$ cat src/rtl/mano_io_unit.sv
// Mano I/O instruction responder: INPR/OUTR, FGI/FGO flags and keyboard/printer handshakes.
// Interrupt logic (IEN, R) is present only when MANO_IO_INTR_EN is defined; otherwise both read 0.
module mano_io_unit #(
    parameter int DATA_W = 8,
    parameter int IR_W   = 16
) (
    input  logic              CLK,
    input  logic              RST,
    input  logic [IR_W-1:0]   IN_IR,
    input  logic [2:0]        T_CNT,
    input  logic [15:0]       IN_AC,
    input  logic              CLR_R,
    input  logic [DATA_W-1:0] KBD_DATA,
    input  logic              KBD_VALID,
    output logic              KBD_READY,
    output logic [DATA_W-1:0] PRN_DATA,
    output logic              PRN_VALID,
    input  logic              PRN_READY,
    output logic [DATA_W-1:0] Q_INPR,
    output logic              LD_AC_INP,
    output logic              SKIP,
    output logic              FGI,
    output logic              FGO,
    output logic              IEN,
    output logic              Q_R
);

    logic              p;
    logic              b_inp, b_out, b_ski, b_sko, b_ion, b_iof;
    logic              kbd_xfer, prn_xfer;
    logic [DATA_W-1:0] inpr_q, inpr_d;
    logic [DATA_W-1:0] outr_q, outr_d;
    logic              fgi_q, fgi_d;
    logic              fgo_q, fgo_d;
    logic              ien_q, ien_d;
    logic              r_q, r_d;
    logic              unused_bits;

    assign p     = IN_IR[15] & (IN_IR[14:12] == 3'b111) & (T_CNT == 3'd3);
    assign b_inp = IN_IR[11];
    assign b_out = IN_IR[10];
    assign b_ski = IN_IR[9];
    assign b_sko = IN_IR[8];
    assign b_ion = IN_IR[7];
    assign b_iof = IN_IR[6];

    assign kbd_xfer = KBD_VALID & ~fgi_q;
    assign prn_xfer = PRN_READY & ~fgo_q;

    assign unused_bits = ^{IN_IR[5:0], IN_AC[15:DATA_W], CLR_R, b_ion, b_iof};

    always_comb begin
        inpr_d = inpr_q;
        outr_d = outr_q;
        fgi_d  = fgi_q;
        fgo_d  = fgo_q;
        ien_d  = ien_q;
        r_d    = r_q;

        // Keyboard set is applied after the INP clear so a same-edge transfer wins.
        if (p & b_inp) begin
            fgi_d = 1'b0;
        end
        if (kbd_xfer) begin
            inpr_d = KBD_DATA;
            fgi_d  = 1'b1;
        end

        // OUT clear is applied after printer acceptance so the new byte stays pending.
        if (prn_xfer) begin
            fgo_d = 1'b1;
        end
        if (p & b_out) begin
            outr_d = IN_AC[DATA_W-1:0];
            fgo_d  = 1'b0;
        end

`ifdef MANO_IO_INTR_EN
        if (p & b_ion) begin
            ien_d = 1'b1;
        end
        if (p & b_iof) begin
            ien_d = 1'b0;
        end
        if ((T_CNT > 3'd2) & ien_q & (fgi_q | fgo_q)) begin
            r_d = 1'b1;
        end
        if (CLR_R) begin
            r_d   = 1'b0;
            ien_d = 1'b0;
        end
`else
        ien_d = 1'b0;
        r_d   = 1'b0;
`endif
    end

    always_ff @(posedge CLK or posedge RST) begin
        if (RST) begin
            inpr_q <= '0;
            outr_q <= '0;
            fgi_q  <= 1'b0;
            fgo_q  <= 1'b1;
            ien_q  <= 1'b0;
            r_q    <= 1'b0;
        end else begin
            inpr_q <= inpr_d;
            outr_q <= outr_d;
            fgi_q  <= fgi_d;
            fgo_q  <= fgo_d;
            ien_q  <= ien_d;
            r_q    <= r_d;
        end
    end

    assign KBD_READY = ~fgi_q;
    assign PRN_VALID = ~fgo_q;
    assign PRN_DATA  = outr_q;
    assign Q_INPR    = inpr_q;
    assign FGI       = fgi_q;
    assign FGO       = fgo_q;
    assign IEN       = ien_q;
    assign Q_R       = r_q;
    assign LD_AC_INP = p & b_inp;
    assign SKIP      = p & ((b_ski & fgi_q) | (b_sko & fgo_q));

endmodule

$ cat config.mk
export PLATFORM = sky130hd
export DESIGN_NAME = mano_io_unit
export DESIGN_NICKNAME = d
export VERILOG_FILES = /design/src/rtl/mano_io_unit.sv
export SDC_FILE = /design/constraint.sdc
export NUM_CORES = 1
export LEC_CHECK = 0
export ABC_AREA = 1
export BUFFER_PORTS_ARGS = -buffer_cell sky130_fd_sc_hd__buf_2
export CAP_MARGIN = 20
export CORE_ASPECT_RATIO = 0.75
export CORE_MARGIN = 8
export CORE_UTILIZATION = 39
export DETAILED_ROUTE_END_ITERATION = 10
export GPL_TIMING_DRIVEN = 0
export PLACE_DENSITY = 0.86
export SLEW_MARGIN = 20
export SYNTH_ARGS = -nofsm -noshare
export SYNTH_HDL_FRONTEND = slang
export SYNTH_SLANG_ARGS = --single-unit
$ cat constraint.sdc
create_clock -name CLK -period 1.2 [get_ports CLK]
set_input_delay 0.18 -clock CLK [delete_from_list [all_inputs] [get_ports CLK]]
set_output_delay 0.18 -clock CLK [all_outputs]
set_load 0.05 [all_outputs]
=== After elaboration in Yosys (flattened, before gate mapping) ===
Index checks and enable logic that the tools add are counted.

* Equality and inequality tests: 2
* Muxes and demuxes: 4
* Bitwise logic cells: 12
* Reduce and logical (&&, ||, !) cells: 2

{| class="wikitable"
|+ Operator list
! operator !! number
|-
| $and 1x1->1 || 9
|-
| $mux 1 || 4
|-
| $reduce_bool 2->1 || 2
|-
| $eq 3x2->1 const B || 1
|-
| $eq 3x3->1 const B || 1
|-
| $not 1->1 || 2
|-
| $or 1x1->1 || 1
|}

* Flip-flop bits (word level): 18
* Logic and storage cells: 24

=== Longest topological paths before layout ===
Gate-level depths: netlist of the first run.

* Depth in word-level cells: 6
* Mapped depth: 6

=== Least setup slack after synthesis of the first run ===
No wires, ideal clock.

* Path kind: register to output
* Start point: register fgi_q (netlist: FGI)
* End point: output SKIP
* Arrival: 1.290 ns
* Required time: 1.020 ns
* Setup slack: -0.270 ns
* Cell stages (with the launch flop): 3
* Buffers on the path: 0
* Cells stage by stage: dfrtp_1 -> nand2_1 -> a21oi_2

* Word-level cells in the longest chain between the ends: 3

{| class="wikitable"
|+ RTL lines
! element !! RTL line !! RTL
|-
| start: declaration || 33 || <nowiki>logic fgi_q, fgi_d;</nowiki>
|-
| start signal: assignment || 109 || <nowiki>fgi_q <= fgi_d;</nowiki>
|-
| $and 1x1->1 || 125 || <nowiki>assign SKIP = p & ((b_ski & fgi_q) | (b_sko & fgo_q));</nowiki>
|-
| $or 1x1->1 || 125 ||
|-
| $and 1x1->1 || 125 ||
|-
| end: declaration || 21 || <nowiki>output logic SKIP,</nowiki>
|}

Every way passes these cells.

=== Worst setup path after layout of the first run ===
* Start point: register fgo_q (netlist: FGO)
* End point: output SKIP

* Word-level cells in the longest chain between the ends: 3

{| class="wikitable"
|+ RTL lines
! element !! RTL line !! RTL
|-
| start: declaration || 34 || <nowiki>logic fgo_q, fgo_d;</nowiki>
|-
| start signal: assignment || 110 || <nowiki>fgo_q <= fgo_d;</nowiki>
|-
| $and 1x1->1 || 125 ||
|-
| $or 1x1->1 || 125 ||
|-
| $and 1x1->1 || 125 ||
|}

Every way passes these cells.

==> results.yml, run 1 <==
run_status:
  outcome: "finished with violations"
  failed_checks: "negative setup slack"
worst_setup_path:
  worstSetupEndpointType: "primary output"
  critical_path.startpoint_type: "register"
  critical_path.cell_chain: "nand2_2, a21oi_4, buf_6"
  critPathMaxStageDelay_ps: 570
  critPathBufInv: 1
  worstRegToRegCells: 5
  crit_required_ps: 1020
  worstSetupPathType: "register to primary output"
  critical-path-slowest-cell: "sky130_fd_sc_hd__dfstp_2"
  cp_top_family: "flip-flops"
  timing.critical_path.arrival_ps: 1220
  crit_path_max_fanout: 3
  critical_path_cell_count: 3
drt:
  antenna_violating_nets_post_route: 0
  postRouteWirelength_um: 2460
  vias_per_cell: 4.86
  remaining_drc_errors: 0
  routedWlPerCell_um: 14.0
  drt_iter0_drc: 25
  via_count: 856
  detailed_routing_iterations_pass_1: 4
min_path:
  worst_hold_path_type: "input port to register"
  hold_path_cells: 3
grt:
  via_count_of_the_first_global_routing_pass: 910
  grt_start_max_net_pins: 19
  grtUsageTotal_pct: 13.9
  antenna_violations_before_repair: 0
  gr_overflow_total: 0
  wire_length_of_the_first_global_routing_pass_um: 4060
cts:
  cts_root_buffer: "sky130_fd_sc_hd__clkbuf_4"
  cts_max_level: 1
  cts.sink_count: 18
  worstSkewPairLatency_ps: 310
  numCtsBuffers: 3
  clockBufferDepth: 2
  cts_tree: "yes"
  worst_setup_hold_path_clk_slew_ps: 110
timing:
  timing.clock.skew_ps: 9.48
  timing.final.ws_setup_ps: -202
  worst_slew_margin_rel_pct: 54.6
  finalHoldViolCount: 0
  tmin_final_ps: 1400
  fin_hold_ws_ps: 97.1
  worst_pin_slew_ps: 681
  timing.final.setup_violations: 3
  maxClockFrequency_mhz: 713
  min_period_over_period_pct: 117
  max_slew_violations: 0
  rsz0062_at_grt: "yes"
logic_synthesis:
  synthesis.yosys.warnings: 0
  synth_cells: 94
  syn-mean-instance-area_um2: 8.72
  netlist-cell-type-count: 16
  synth.yosys.seq_area_share_pct: 55.1
  mappedNetlistArea_um2: 820
  ys_ff_latch: 18
placement:
  dp.final_hpwl_um: 2000
  preCtsSetupSlack_ps: -57.3
  port_buffers: 50
  gpl.final_weighted_congestion: 0.736
  placed_area_um2: 1120
die:
  ios: 72
  floorplan.die.height_um: 55.7
  floorplan.rows: 14
  start_util_pct: 41.0
  coreArea_um2: 2000
  die_width_um: 68.9
  dieArea_um2: 3840
power_and_ir_drop:
  max-vdd-ir-drop_v: 0.00138
  power_mw: 2.34
  static-leakage-power_nw: 0.724
  power_per_cell_area_nw_per_um2: 1920
layout:
  postLayoutCellArea_um2: 1220
  post-route-util_pct: 61.0
  antennaDiodeCount: 0
  layout.filler_cells: 195
  area_growth_syn_to_layout_pct: 48.7
  proportion_of_layout_cells_with_a_drive_suffix_above_1_pct: 48.7
  layout.nets: 201
flow_run:
  timing.max_cap.violations: 0
==> worst min-delay path, cell delays in order <==
cell and delay, ps:
sky130_fd_sc_hd__buf_2 80, sky130_fd_sc_hd__nand3_1 70, sky130_fd_sc_hd__nand2_1 60
==> cell type report <==
type,instances,area [um^2],area share [%]
tap,24,30.0,2.46
sequential,18,453,37.2
multi-input combinational,66,320,26.3
inverter,5,21.3,1.75
buffer,6,47.5,3.90
timing repair buffer,53,310,25.5
clock buffer,4,36.3,2.98
==> timing repair <==
| item | in CTS | in global routing |
|---|---|---|
| resized for setup | 9 | 5 |
| setup endpoints to repair | 5 | 4 |
| buffers inserted | 2 | 0 |
| hold buffers | 1 | 0 |
| hold endpoints to repair | 17 | 0 |
==> cells in the mapped netlist <==
cell                      instances  area share [%]
sky130_fd_sc_hd__a21oi_2          1             1.1
sky130_fd_sc_hd__buf_2            2             1.2
sky130_fd_sc_hd__buf_4            2             1.8
sky130_fd_sc_hd__buf_6            2             2.7
sky130_fd_sc_hd__conb_1           1            0.46
sky130_fd_sc_hd__dfrtp_1         17              52
sky130_fd_sc_hd__dfstp_2          1             3.2
sky130_fd_sc_hd__inv_1            4             1.8
sky130_fd_sc_hd__inv_2            1            0.46
sky130_fd_sc_hd__nand2_1         41              19
sky130_fd_sc_hd__nand2_2          1            0.76
sky130_fd_sc_hd__nand3_1          8             4.9
sky130_fd_sc_hd__nand3_2          2             2.4
sky130_fd_sc_hd__nand4_1          8             6.1
sky130_fd_sc_hd__nor2_2           2             1.5
sky130_fd_sc_hd__or2_2            1            0.76
==> sequential cells by signal (all words and copies together), names as in the netlist <==
register	cells
PRN_DATA	8
Q_INPR	8
FGI	1
FGO	1
==> metal layers <==
layer / wire [um] / GRT usage [%]
met1: 829 / 14.5
met2: 1290 / 23.1
met3: 221 / 3.02
met4: 113 / 10.6
met5: 0 / 0
==> kinds of logic (layout without fill, tap and decap cells) <==
| family | count (synthesis) | after routing | share of synthesized area (%) |
|---|---|---|---|
| compound gates | 1 | 1 | 1.07 |
| buf+inv | 11 | 68 | 8.09 |
| flops | 18 | 18 | 55.1 |
| simple gates | 63 | 63 | 35.3 |
| other cells | 1 | 2 | 0.458 |
==> cell usage in the layout (no fill, tap or decap), drive strengths merged <==
| master | n |
|---|---|
| buf | 58 |
| nand2 | 42 |
| dfrtp | 17 |
| nand3 | 10 |
| nand4 | 8 |
| inv | 5 |
| clkbuf | 4 |
| conb | 2 |
| nor2 | 2 |
| dfstp | 1 |
| a21oi | 1 |
| or2 | 1 |
| dlygate4sd3 | 1 |
==> per-stage QoR <==
stage	std cells	setup TNS, ps
3_5_place_dp	169	-57.3
5_1_grt	176	-525
4_1_cts	176	-466
6_report	176	-460
3_3_place_gp	169	-30.2
2_1_floorplan	95	-109
==> final timing paths <==
path | start | endpoint | slack, ps
worst max register to register | FGI | Q_INPR[7] | 150
max in group asynchronous | RST | FGI | 210
worst max-delay path | FGO | SKIP | -200
worst min register to register | Q_INPR[0] | Q_INPR[0] | 480
worst min-delay path | KBD_DATA[4] | Q_INPR[4] | 100
min in group asynchronous | RST | PRN_DATA[3] | 510
==> report_power, final <==
group	total (mW)	switching, mW	leakage [nW]	internal, mW
clock network	0.395	0.210	0.0210	0.185
registers	0.850	0.0877	0.228	0.762
logic	1.09	0.832	0.475	0.259
total	2.34	1.13	0.724	1.21
Power figures use the tool's default switching activity.
==> run 2, diff against run 1 <==
- REMOVE_ABC_BUFFERS: default -> 1
==> run 2 against run 1 <==
- the flow still finishes with violations (negative setup slack)
- worst setup slack improved by 7.5 ps
- count of clock-buffer cells in the layout is the same
- cell area shrank 2.7%
- clock power is 2% lower
- register-to-register slack about the same
- fmax grew 0.54%
- critical endpoint unchanged
- non-clock buffer count is 2 lower
- clock skew fell by 3.4 ps
==> results.yml, run 2 (same netlist as run 1, synthesis figures left out) <==
run_status:
  outcome: "finished with violations"
  failed_checks: "negative setup slack"
die:
  die_width_um: 68.9
  start_util_pct: 41.0
  floorplan.die.height_um: 55.7
  floorplan.rows: 14
  dieArea_um2: 3840
  ios: 72
  coreArea_um2: 2000
grt:
  gr_overflow_total: 0
  grt_start_max_net_pins: 19
  wire_length_of_the_first_global_routing_pass_um: 3770
  grtUsageTotal_pct: 12.4
  antenna_violations_before_repair: 0
  via_count_of_the_first_global_routing_pass: 849
layout:
  proportion_of_layout_cells_with_a_drive_suffix_above_1_pct: 47.3
  post-route-util_pct: 59.4
  layout.nets: 199
  instances_no_fill: 174
  layout.cells.most_common_list: "sky130_fd_sc_hd__buf_2 (47), sky130_fd_sc_hd__nand2_1 (40), sky130_fd_sc_hd__dfrtp_1 (16)"
  area_growth_syn_to_layout_pct: 44.7
  mostFrequentLayoutCell: "sky130_fd_sc_hd__buf_2"
  postLayoutCellArea_um2: 1190
  antennaDiodeCount: 0
timing:
  setup-tns-final_ps: -329
  worst_pin_slew_ps: 683
  worst_slew_margin_rel_pct: 54.4
  timing.final.setup_violations: 3
  finalHoldViolCount: 0
  rsz0062_at_grt: "yes"
  tmin_final_ps: 1390
  min_period_over_period_pct: 116
  maxClockFrequency_mhz: 717
  timing.clock.skew_ps: 6.04
  max_slew_violations: 0
  timing.final.ws_setup_ps: -195
cts:
  worst_setup_hold_path_clk_slew_ps: 110
  cts_tree: "yes"
  clockBufferDepth: 2
  cts_root_buffer: "sky130_fd_sc_hd__clkbuf_4"
  numCtsBuffers: 3
  cts.sink_count: 18
  cts_max_level: 1
  worstSkewPairLatency_ps: 300
worst_setup_path:
  crit_required_ps: 1020
  worstSetupEndpointType: "primary output"
  timing.critical_path.arrival_ps: 1210
  crit_path_max_fanout: 4
  worstSetupPathType: "register to primary output"
  critical_path.startpoint_type: "register"
placement:
  placed_area_um2: 1070
  port_buffers: 52
  placed_cells_incl_taps: 165
  dp.final_hpwl_um: 1830
  gpl.final_weighted_congestion: 0.704
min_path:
  worst_hold_path_type: "input port to register"
power_and_ir_drop:
  p_int_mw: 1.19
  clock_power_share_pct: 16.7
  power_per_cell_area_nw_per_um2: 1950
  p_switching_mw: 1.12
  static-leakage-power_nw: 0.712
  max-vdd-ir-drop_v: 0.00113
  power_mw: 2.31
  swShare_pct: 48.4
  p_comb_share_pct: 46.8
  pwr-share-seq_pct: 36.5
drt:
  routedWlPerCell_um: 14.0
  remaining_drc_errors: 0
  drt_iter0_drc: 56
  vias_per_cell: 4.72
  detailed_routing_iterations_pass_1: 4
  postRouteWirelength_um: 2440
  via_count: 821
  antenna_violating_nets_post_route: 0
flow_run:
  timing.max_cap.violations: 0
run 2: repair_timing:
item,4_1_cts,5_1_grt
endpoints found under the hold margin,17,0
setup endpoints to repair,5,5
setup buffers,1,3
pin swaps,2,2
gates cloned,0,0
gates resized for setup,11,3
hold buffers,1,0
run 2: final timing paths:
kind	from	endpoint	slack, ps	cells past startpoint
setup / recovery	FGO	SKIP	-190	3
hold reg to reg	Q_INPR[4]	Q_INPR[4]	480	2
hold / removal	KBD_DATA[3]	Q_INPR[3]	110	3
setup reg to reg	FGI	Q_INPR[2]	140	5
max in group asynchronous	RST	FGI	190	3
min in group asynchronous	RST	PRN_DATA[1]	530	3
run 2: final cells by class:
class / instances / area (um^2)
Multi-Input combinational cell: 66 / 318
Inverter: 5 / 21.3
Timing Repair Buffer: 57 / 328
Tap cell: 24 / 30.0
Fill cell: 176 / 811
Sequential cell: 18 / 453
Clock buffer: 4 / 36.3
run 2: routing by layer:
layer | part of all wire (%) | vias up | GRT usage, % | wire length (um)
met5 | 0 | - | 0 | 0
met4 | 1.1 | 0 | 5.71 | 27
met3 | 4.9 | 2 | 2.01 | 119
met2 | 56 | 27 | 22.8 | 1360
met1 | 38 | 383 | 12.9 | 929
li1 | - | 409 | - | -
run 2: worst max-delay path: stages (launching register included):
cell                      delay, ps
sky130_fd_sc_hd__dfstp_2        570
sky130_fd_sc_hd__nand2_2         60
sky130_fd_sc_hd__a21oi_2        130
sky130_fd_sc_hd__buf_6          170
run 2: per-stage QoR:
stage               worst slack, ps  hold WS [ps]
floorplan                      -270           118
global placement               -128           296
detailed placement             -147           310
CTS                            -197           108
global route                   -233           107
finish                         -195           106
run 2: power by group through the flow:
stage               Combinational (mW)  Sequential (mW)  Clock, mW
floorplan                        0.214             1.40          0
global placement                  1.04            0.844          0
detailed placement                1.05            0.853          0
CTS                               1.08            0.844      0.376
global route                      1.15            0.866      0.401
finish                            1.08            0.844      0.386
==> run 3, diff against run 2 <==
- ABC_AREA: 1 -> default
- CORE_UTILIZATION: 39 -> 38
- SKIP_LAST_GASP: default -> 1
==> run 3 against run 2 <==
- the run still ends with negative setup slack left
- sequential power is 16% lower
- cell area is 0.21% lower
- core utilization grew 2.0 points
- flip-flop and latch count did not move
- global-route usage shrank 1.2 points
- register-to-register slack lost 160 ps
- routed wire length is 14% lower
- non-clock buffer count unchanged
- via count is 24% lower
- synthesized cell count shrank 46%
- worst setup slack lost 62 ps
- largest cell class unchanged
==> results.yml, run 3 <==
drt:
  antenna_violating_nets_post_route: 0
  met1Wirelength_um: 640
  drt_iter0_drc: 6
  route.met2.wl_um: 1110
  postRouteWirelength_um: 2090
  route.met3.wl_um: 321
  remaining_drc_errors: 0
  vias_per_cell: 4.63
  top_signal_layer_used: "met4"
  routedWlPerCell_um: 15.6
  detailed_routing_iterations_pass_1: 2
  via_count: 620
logic_synthesis:
  post-synth-top-area-cell: "sky130_fd_sc_hd__dfrtp_1"
  area_share_of_the_leading_cell_type_in_the_synthesized_netlist_pct: 56.9
  synthMostInstantiatedCell: "sky130_fd_sc_hd__dfrtp_1"
  syn-mean-instance-area_um2: 14.7
  dominantRegCellSynth: "sky130_fd_sc_hd__dfrtp_1"
  netlist-cell-type-count: 16
  synth_area_leaders: "sky130_fd_sc_hd__dfrtp_1 (57%), sky130_fd_sc_hd__mux2_2 (24%), sky130_fd_sc_hd__dfstp_2 (3.5%), sky130_fd_sc_hd__nand3_4 (2.3%), sky130_fd_sc_hd__and3_2 (2.0%)"
  number_of_enable_type_register_cells_in_the_synthesized_netlist: 0
  ys_ff_latch: 18
  synth_common_cells: "sky130_fd_sc_hd__dfrtp_1 (17), sky130_fd_sc_hd__mux2_2 (16), sky130_fd_sc_hd__inv_1 (3)"
  synth_cells: 51
  synthesis.yosys.warnings: 0
  mappedNetlistArea_um2: 748
  postSynth.asyncResetShare_pct: 100
  synth.yosys.seq_area_share_pct: 60.4
flow_run:
  timing.max_cap.violations: 0
placement:
  gpl.final_weighted_congestion: 0.801
  port_buffers: 52
  placed_area_um2: 1020
  dp.final_hpwl_um: 1670
  placed_cells_incl_taps: 125
timing:
  worst_pin_slew_ps: 668
  timing.final.setup_violations: 12
  min_period_over_period_pct: 121
  rsz0062_at_grt: "yes"
  max_slew_violations: 0
  timing.final.ws_setup_ps: -257
  tmin_final_ps: 1460
  maxClockFrequency_mhz: 686
  worst_slew_margin_rel_pct: 55.4
  timing.clock.skew_ps: 0.574
  finalHoldViolCount: 0
grt:
  grt_start_max_net_pins: 19
  antenna_violations_before_repair: 0
  grtUsageTotal_pct: 11.2
  gr_overflow_total: 0
  wire_length_of_the_first_global_routing_pass_um: 3080
  via_count_of_the_first_global_routing_pass: 672
cts:
  cts_tree: "yes"
  worstSkewPairLatency_ps: 280
  numCtsBuffers: 3
  cts.sink_count: 18
  cts_root_buffer: "sky130_fd_sc_hd__clkbuf_4"
  clockBufferDepth: 2
  worst_setup_hold_path_clk_slew_ps: 90
  cts_max_level: 1
layout:
  layout.filler_cells: 152
  proportion_of_layout_cells_with_a_drive_suffix_above_1_pct: 74.5
  layout.cells.most_common_list: "sky130_fd_sc_hd__buf_2 (46), sky130_fd_sc_hd__dfrtp_1 (17), sky130_fd_sc_hd__mux2_2 (8), sky130_fd_sc_hd__mux2_4 (8), sky130_fd_sc_hd__buf_4 (4)"
  layout.area.seq_um2: 452
  mostFrequentLayoutCell: "sky130_fd_sc_hd__buf_2"
  antennaDiodeCount: 0
  area_growth_syn_to_layout_pct: 58.2
  instances_no_fill: 134
  multi_input_area_um2: 310
  layout.nets: 159
  postLayoutCellArea_um2: 1180
worst_setup_path:
  worst_r2r_startpoint: "FGI"
  crit_path_max_fanout: 2
  timing.rr.end: "Q_INPR[2]"
  timing.critical_path.arrival_ps: 1280
  worstRegToRegCells: 4
  crit_required_ps: 1020
  critical_path.startpoint_type: "register"
  r2r_setup_slack_ps: -20
  worstSetupPathType: "register to primary output"
  worstSetupEndpointType: "primary output"
min_path:
  min_from: "PRN_READY"
  worst_hold_path_type: "input port to register"
  min_delay_worst_endpoint: "FGO"
  hold_path_cells: 2
power_and_ir_drop:
  max-vdd-ir-drop_v: 0.000664
  power_per_cell_area_nw_per_um2: 1260
  static-leakage-power_nw: 0.665
die:
  dieArea_um2: 3660
  floorplan.die.height_um: 54.4
  die_width_um: 67.2
  coreArea_um2: 1930
  floorplan.rows: 14
  ios: 72
  start_util_pct: 38.8
run_status:
  outcome: "finished with violations"
  failed_checks: "negative setup slack"
## run 3: changes by cell type in the layout (fill, tap and decap cells not counted), sizes merged, moves of 2 or more
cell	previous run	this run
nand2	42	0
nand4	8	0
and3	0	3
inv	5	3
mux2	0	16
nand3	10	1
## run 3: how the worst max path moves through the flow
stage,startpoint,cells past startpoint,slack [ps],to
after floorplan,FGI,2,-380,Q_INPR[0]
after global placement,FGI,2,-260,Q_INPR[5]
after detailed placement,FGI,2,-330,Q_INPR[7]
after CTS,FGO,3,-270,SKIP
after global routing,FGO,3,-320,SKIP
final,FGO,3,-260,SKIP
## run 3: metal layers
metal	up-vias	track usage [%]
li1	290	-
met1	296	10.3
met2	32	22.0
met3	2	4.09
met4	0	5.19
met5	-	0
## run 3: critical path, cell delays in order, from the launching register on
cell                      delay (ps)
sky130_fd_sc_hd__dfstp_2         540
sky130_fd_sc_hd__a22o_1          130
sky130_fd_sc_hd__and3_4          190
sky130_fd_sc_hd__buf_8           140
## run 3: final cells by class
class                           count  area share (%)
Clock buffer                        4            2.22
Inverter                            3           0.951
Multi-Input combinational cell     28            26.2
Sequential cell                    18            38.2
Tap cell                           24            2.54
Timing Repair Buffer               57            29.9
## run 3: kinds of logic (layout without fill, tap and decap cells)
logic type | count (synthesis) | after routing | share of synthesized area, %
compound gates | 3 | 3 | 2.84
buf+inv | 6 | 64 | 4.18
mux | 16 | 16 | 24.1
flops | 18 | 18 | 60.4
other cells | 1 | 2 | 0.501
simple gates | 7 | 7 | 8.03
## run 3: timing repair
| item | in CTS | in global routing |
|---|---|---|
| hold endpoints to repair | 17 | 0 |
| setup buffers | 4 | 0 |
| hold buffers | 1 | 0 |
| setup endpoints to repair | 14 | 13 |
| pin swaps | 1 | 0 |
| gates resized for setup | 25 | 0 |
## run 3: power breakdown
| group | switching [mW] | leakage, nW | internal, mW |
|---|---|---|---|
| clock | 0.164 | 0.0150 | 0.129 |
| combinational | 0.336 | 0.423 | 0.161 |
| sequential | 0.0327 | 0.227 | 0.672 |
## run 3: stage by stage
stage / hold WS [ps] / worst slack [ps] / setup TNS (ps) / utilization, % / total power, mW
final: 111 / -257 / -541 / 61.4 / 1.49
after global routing: 97.5 / -315 / -1050 / 61.4 / 1.57
after CTS: 107 / -265 / -497 / 61.4 / 1.52
after detailed placement: 309 / -328 / -2690 / 53.1 / 1.18
after global placement: 297 / -255 / -2070 / 53.1 / 1.17
after floorplan: 118 / -378 / -3230 / - / 1.04
